$ cat src/rtl/pc_sequencer.sv
// Program-counter sequencer: jump / register-jump / branch / sequential next-PC select.
// Define PC_SEQ_RAS_EN to build the return-address stack used by call/ret.
module pc_sequencer #(
  parameter int              PC_W      = 7,
  parameter logic [PC_W-1:0] RESET_PC  = '0,
  parameter int              RAS_DEPTH = 4
) (
  input  logic            clk,
  input  logic            reset,
  input  logic            pc_wr,
  input  logic            j,
  input  logic            jr,
  input  logic            br,
  input  logic            z,
  input  logic            call,
  input  logic            ret,
  input  logic [PC_W-1:0] j_adx,
  input  logic [PC_W-1:0] jr_adx,
  input  logic [PC_W-1:0] br_off,
  output logic [PC_W-1:0] pc,
  output logic [PC_W-1:0] pc_next,
  output logic            ras_empty,
  output logic            ras_full,
  output logic            ras_err
);

  logic [PC_W-1:0] pc_q, pc_d;
  logic [PC_W-1:0] ras_top;
  logic            ret_hit;

  always_comb begin
    if (ret_hit)       pc_d = ras_top;
    else if (jr)       pc_d = jr_adx;
    else if (j)        pc_d = j_adx;
    else if (br && !z) pc_d = pc_q + br_off;
    else               pc_d = pc_q + PC_W'(1);
  end

  always_ff @(posedge clk or negedge reset) begin
    if (!reset)     pc_q <= RESET_PC;
    else if (pc_wr) pc_q <= pc_d;
  end

  assign pc      = pc_q;
  assign pc_next = pc_d;

`ifdef PC_SEQ_RAS_EN
  localparam int               PTR_W   = $clog2(RAS_DEPTH);
  localparam int               CNT_W   = $clog2(RAS_DEPTH + 1);
  localparam logic [CNT_W-1:0] DEPTH_C = CNT_W'(RAS_DEPTH);

  logic [PC_W-1:0]  stack_q [RAS_DEPTH];
  logic [PTR_W-1:0] sp_q, sp_d;
  logic [CNT_W-1:0] cnt_q, cnt_d;
  logic             err_q, err_d;
  logic             empty, full, push, pop;

  assign empty   = (cnt_q == '0);
  assign full    = (cnt_q == DEPTH_C);
  assign ret_hit = ret & ~empty;
  assign pop     = pc_wr & ret_hit;
  assign push    = pc_wr & j & call & ~ret & ~jr;
  // sp_q is the next free slot, so the top lives one below it
  assign ras_top = stack_q[sp_q - PTR_W'(1)];

  always_comb begin
    sp_d  = sp_q;
    cnt_d = cnt_q;
    err_d = err_q;
    if (push) begin
      // when full, sp_q already points at the oldest entry, so this overwrites it
      sp_d = sp_q + PTR_W'(1);
      if (full) err_d = 1'b1;
      else      cnt_d = cnt_q + CNT_W'(1);
    end else if (pop) begin
      sp_d  = sp_q - PTR_W'(1);
      cnt_d = cnt_q - CNT_W'(1);
    end
    if (pc_wr && ret && empty) err_d = 1'b1;
  end

  always_ff @(posedge clk or negedge reset) begin
    if (!reset) begin
      sp_q  <= '0;
      cnt_q <= '0;
      err_q <= 1'b0;
    end else if (pc_wr) begin
      sp_q  <= sp_d;
      cnt_q <= cnt_d;
      err_q <= err_d;
    end
  end

  always_ff @(posedge clk) begin
    if (push) stack_q[sp_q] <= pc_q + PC_W'(1);
  end

  assign ras_empty = empty;
  assign ras_full  = full;
  assign ras_err   = err_q;
`else
  logic unused_ras;
  assign unused_ras = call ^ ret;
  assign ret_hit    = 1'b0;
  assign ras_top    = '0;
  assign ras_empty  = 1'b1;
  assign ras_full   = 1'b0;
  assign ras_err    = 1'b0;
`endif

endmodule

$ cat config.mk
export PLATFORM = sky130hd
export DESIGN_NAME = pc_sequencer
export DESIGN_NICKNAME = d
export VERILOG_FILES = /design/src/rtl/pc_sequencer.sv
export SDC_FILE = /design/constraint.sdc
export NUM_CORES = 1
export LEC_CHECK = 0
export BUFFER_PORTS_ARGS = -buffer_cell sky130_fd_sc_hd__buf_2
export CORE_MARGIN = 2
export CORE_UTILIZATION = 42
export DETAILED_ROUTE_END_ITERATION = 8
export GPL_TIMING_DRIVEN = 1
export MAX_ROUTING_LAYER = met4
export PLACE_DENSITY = 0.78
export SLEW_MARGIN = 10
export SYNTH_ARGS = -nofsm -noshare
export SYNTH_HDL_FRONTEND = slang
export SYNTH_SLANG_ARGS = --single-unit
$ cat constraint.sdc
create_clock -name clk -period 3.6 [get_ports clk]
set_input_delay 0.72 -clock clk [delete_from_list [all_inputs] [get_ports clk]]
set_output_delay 0.72 -clock clk [all_outputs]
set_load 0.05 [all_outputs]
# --- Yosys cells after proc, flatten, opt, wreduce, memory -nomap -nowiden ---
# Index checks and enable logic that the tools add are counted.
totals:
  ff_bits: 7
  output_inout_bits: 17
  elab_cells: 8
op_classes:
  addsub: 2
  muxes: 3
  n_reduce_logical: 2
ops:
  columns: ["cell", "n"]
  rows:
  - ["$mux W7", 3]
  - ["$add A7 B1 Y7 const B", 1]
  - ["$add A7 B7 Y7", 1]
  - ["$logic_and A1 B1 Y1", 1]
  - ["$logic_not A1 Y1", 1]

# --- Logic depth before layout (Yosys ltp) ---
logic_depth:
  word_depth: 5
  depth_mapped: 8

# --- Least setup slack after synthesis ---
# Ideal clock, no wire load.
synth_path:
  path_kind: "in2out"
  startpoint: "input br"
  endpoint: "output pc_next[5]"
  arrival_time_ns: 3.064
  required_time_ns: 2.880
  slack_ns: -0.184
  cell_stages: 7
  path_buffers: 0
  path_cell_list: "nor2b_1 > and2_1 > ha_1 > and3_4 > o211a_1 > o211a_1 > nor3_1"
synth_via:
  elab_chain_cells: 4
synth_lines:
  columns: ["element", "line", "rtl"]
  rows:
  - ["from (decl)", "13", "input logic br,"]
  - ["$logic_and A1 B1 Y1", "35", "else if (br && !z) pc_d = pc_q + br_off;"]
  - ["$mux W7", "35", null]
  - ["$mux W7", "34", "else if (j) pc_d = j_adx;"]
  - ["$mux W7", "33", "else if (jr) pc_d = jr_adx;"]
  - ["to (decl)", "21", "output logic [PC_W-1:0] pc_next,"]
# Every way passes these cells.

# --- Worst setup path after layout ---
layout_path:
  startpoint: "input br"
  endpoint: "output pc_next[3]"
# Same word-level chain as after synthesis.

==> results.md <==
* Number of flip-flops under the largest register name at 7
* Footprint of the flip-flops and latches at 175 µm²
* Share of the yosys chip area belonging to registers at 22.3%
* Port Buf Inserts at 41
* Met2 routed WL at 1.08 mm
* FF-to-FF setup slack at 1.52 ns
* Via count at 827
* Total half-perimeter wirelength after legalization and detailed placement at 1.56 mm
* Global-route usage over all layers at 20.9%
* Number of buffers inserted by post-CTS setup repair at 0
* Count of final max-slew check failures at 0
* RD Place Congestion at 0.804
* Distinct cells, synth at 34
* End point of the critical path: pc_next[3]
* Overall die width at 47.3 µm
* Number of synthesized register bits at 7
* Via count of the first global-routing pass at 807
* Number of remaining DRC errors at 0
* Number of top-level design ports at 47
* Die area at 2230 µm²
* Met3 WL post-DR at 127 µm
* Initial antenna violation count at 0
* Crit path depth at 10
* Hold Vio Cnt, Final at 0
* Tot Pwr at 431 µW
* Terminus of the critical flop-to-flop path: pc[4]
* Worst setup path startpoint: br
* Clock root buffer: clkbuf_4
* Chip height at 47.3 µm
* Setup Viol. Count Final at 0
* Number of sinks on the clock net at 7
* Peak ir drop on the vdd network at 0.000364 V
* Deepest clock path buffer count at 2
* Outcome: completed
* CP Max Fanout at 4
* Final hold slack at 0.291 ns
* RR Startpoint: pc[0]
* Area added between synthesis and finish at 34.6%
* Delay contributed by the slowest stage of the critical path at 0.34 ns
* WS Path Type: in2out
* Total clock buffers created by CTS at 3
* Worst Clk Skew at 0.000874 ns
* DR pass1 iterations at 4
* Tightest Hold Check Type: in2async
* Top Metal Used: met4
* Antenna cell count at 0
* Number of core rows at 15
* Average via count per standard cell at 5.20
* Wire length of the first global-routing pass at 3.13 mm
* Largest net degree at the start of global routing at 15
* Crit path top cell by count: buf_2
* Post-CTS Resized at 2
* Final Critical Period at 3.51 ns
* Mean Syn Cell Area at 8.54 µm²
* WP buf/inv at 3
* First DRT Iteration DRCs at 4
* Highest achievable clock rate at 285 MHz
* Clk Latency, worst-skew pair at 0.26 ns
* Number of hold-repair buffers added at the cts stage at 0
* Power per Cell Area at 408 nW/µm²
* TritonCTS clock tree: done
* Most used cells in the layout excluding fill and tap cells: buf_2 (39), a21oi_1 (7), dfrtp_1 (7)
* RSZ-0062 raised after global routing: true
* Core Box Area at 1750 µm²
* Endpoint type of the worst setup path: primary output
* Total standard cell area after synthesis at 786 µm²
* Cell with the largest stage delay on the worst path: ha_1
* Count of filler cells inserted in the layout at 169
* Routed met1 length at 797 µm
* Mean routed wirelength per cell at 12.7 µm
* Routed WL at 2.03 mm
* Fraction of layout cells with a size suffix above 1 at 42.5%
* Arrival time of the worst setup path at 2.79 ns
* Worst Setup Start Kind: primary input
* FF-to-FF path depth at 6
* Number of antenna-violating nets in the routed design at 0
* Ratio of final minimum period to clock period at 97.5%
* Required time of the critical path at 2.88 ns
* Leakage power summed over all cells at 0.585 nW
* Synth Instances at 92
* Area occupied by multi-input gates at 588 µm²
* # Max-Cap Violations at 0
* Congestion Overflow GR at 0
* Clk slew on worst S/H paths at 0.05 ns
* Series of cell instances along the critical path: buf_2 -> nor2b_2 -> buf_4 -> and2_1 -> ha_1 -> and3_4 -> or3_1 -> a211oi_1 -> nor2_1 -> buf_2
* Crit-path leading delay family: simple AND/OR/NAND/NOR gates
* Nets@finish at 172
* YS warnings at 0
* Starting density of the core at 45.0%
* Most common library cell in the layout ignoring fill and taps: buf_2
* Number of H-tree branching levels at 1
[Yosys cell counts, drive strengths merged]
master	n	share of area [%]
and3	3	3.0
a21o	5	4.8
xor2	1	1.1
a2111oi	1	1.1
nor2	6	2.9
and2	6	4.8
inv	3	1.4
xnor2	2	2.2
nand3b	1	0.96
nor4b	1	1.1
clkbuf	2	0.96
nand2	5	2.4
conb	2	0.96
mux2	4	5.7
o31ai	1	0.96
or4	1	0.96
dfrtp	7	22
o2111ai	1	1.1
a221oi	2	3.0
mux2i	4	5.1
nor3	1	0.64
o21ai	4	2.5
or3	1	0.80
o211a	2	2.5
ha	6	9.6
a211oi	2	1.9
nand2b	3	2.4
a21oi	8	5.1
fa	1	2.5
buf	4	3.5
nor2b	2	1.6
[stage by stage]
stage	setup WS, ns	utilization (%)	instance area (µm²)	cells	setup TNS, ns
global placement	0.0349	58.3	1020	155	0
finish	0.0898	60.6	1060	159	0
floorplan	0.153	-	801	93	0
global route	-0.0301	60.6	1060	159	-0.0324
CTS	0.0217	60.0	1050	159	0
detailed placement	-0.00251	58.3	1020	155	-0.00251
[cell type report]
type	count	area share, %
flip-flops and latches	7	16.6
clock buffers	4	2.49
multi-input cells	77	55.6
inverters	3	1.07
repair buffers	43	21.3
well taps	25	2.96
[logic make-up (layout without fill, tap and decap cells)]
group	Yosys count	in the layout	share of synthesized area, %
AOI/OAI and AO/OA	26	26	23.1
xor gates and xnor gates	3	3	3.34
adders and majority gates	7	7	12.1
buffers and inverters	9	50	5.89
DFF	7	7	22.3
muxes	8	8	10.8
other	2	3	0.956
and+or+nand+nor	30	30	21.5
[routing by layer]
metal | GRT usage, % | vias to the layer above
li1 | - | 415
met1 | 20.6 | 379
met2 | 37.6 | 31
met3 | 6.15 | 2
met4 | 8.33 | 0
met5 | - | -
[how the worst min path moves through the flow]
stage,to,start,slack [ns]
floorplan,pc[0],reset,0.42
CTS,pc[0],reset,0.29
global placement,pc[3],pc[3],0.50
detailed placement,pc[3],pc[3],0.52
global route,pc[0],reset,0.29
finish,pc[0],reset,0.29
[power by group]
group | internal [mW] | switching (mW)
Combinational | 0.0834 | 0.168
Sequential | 0.0919 | 0.0124
Clock | 0.0425 | 0.0326
Total | 0.218 | 0.213
Note: power is estimated with default switching activity, not from simulation.
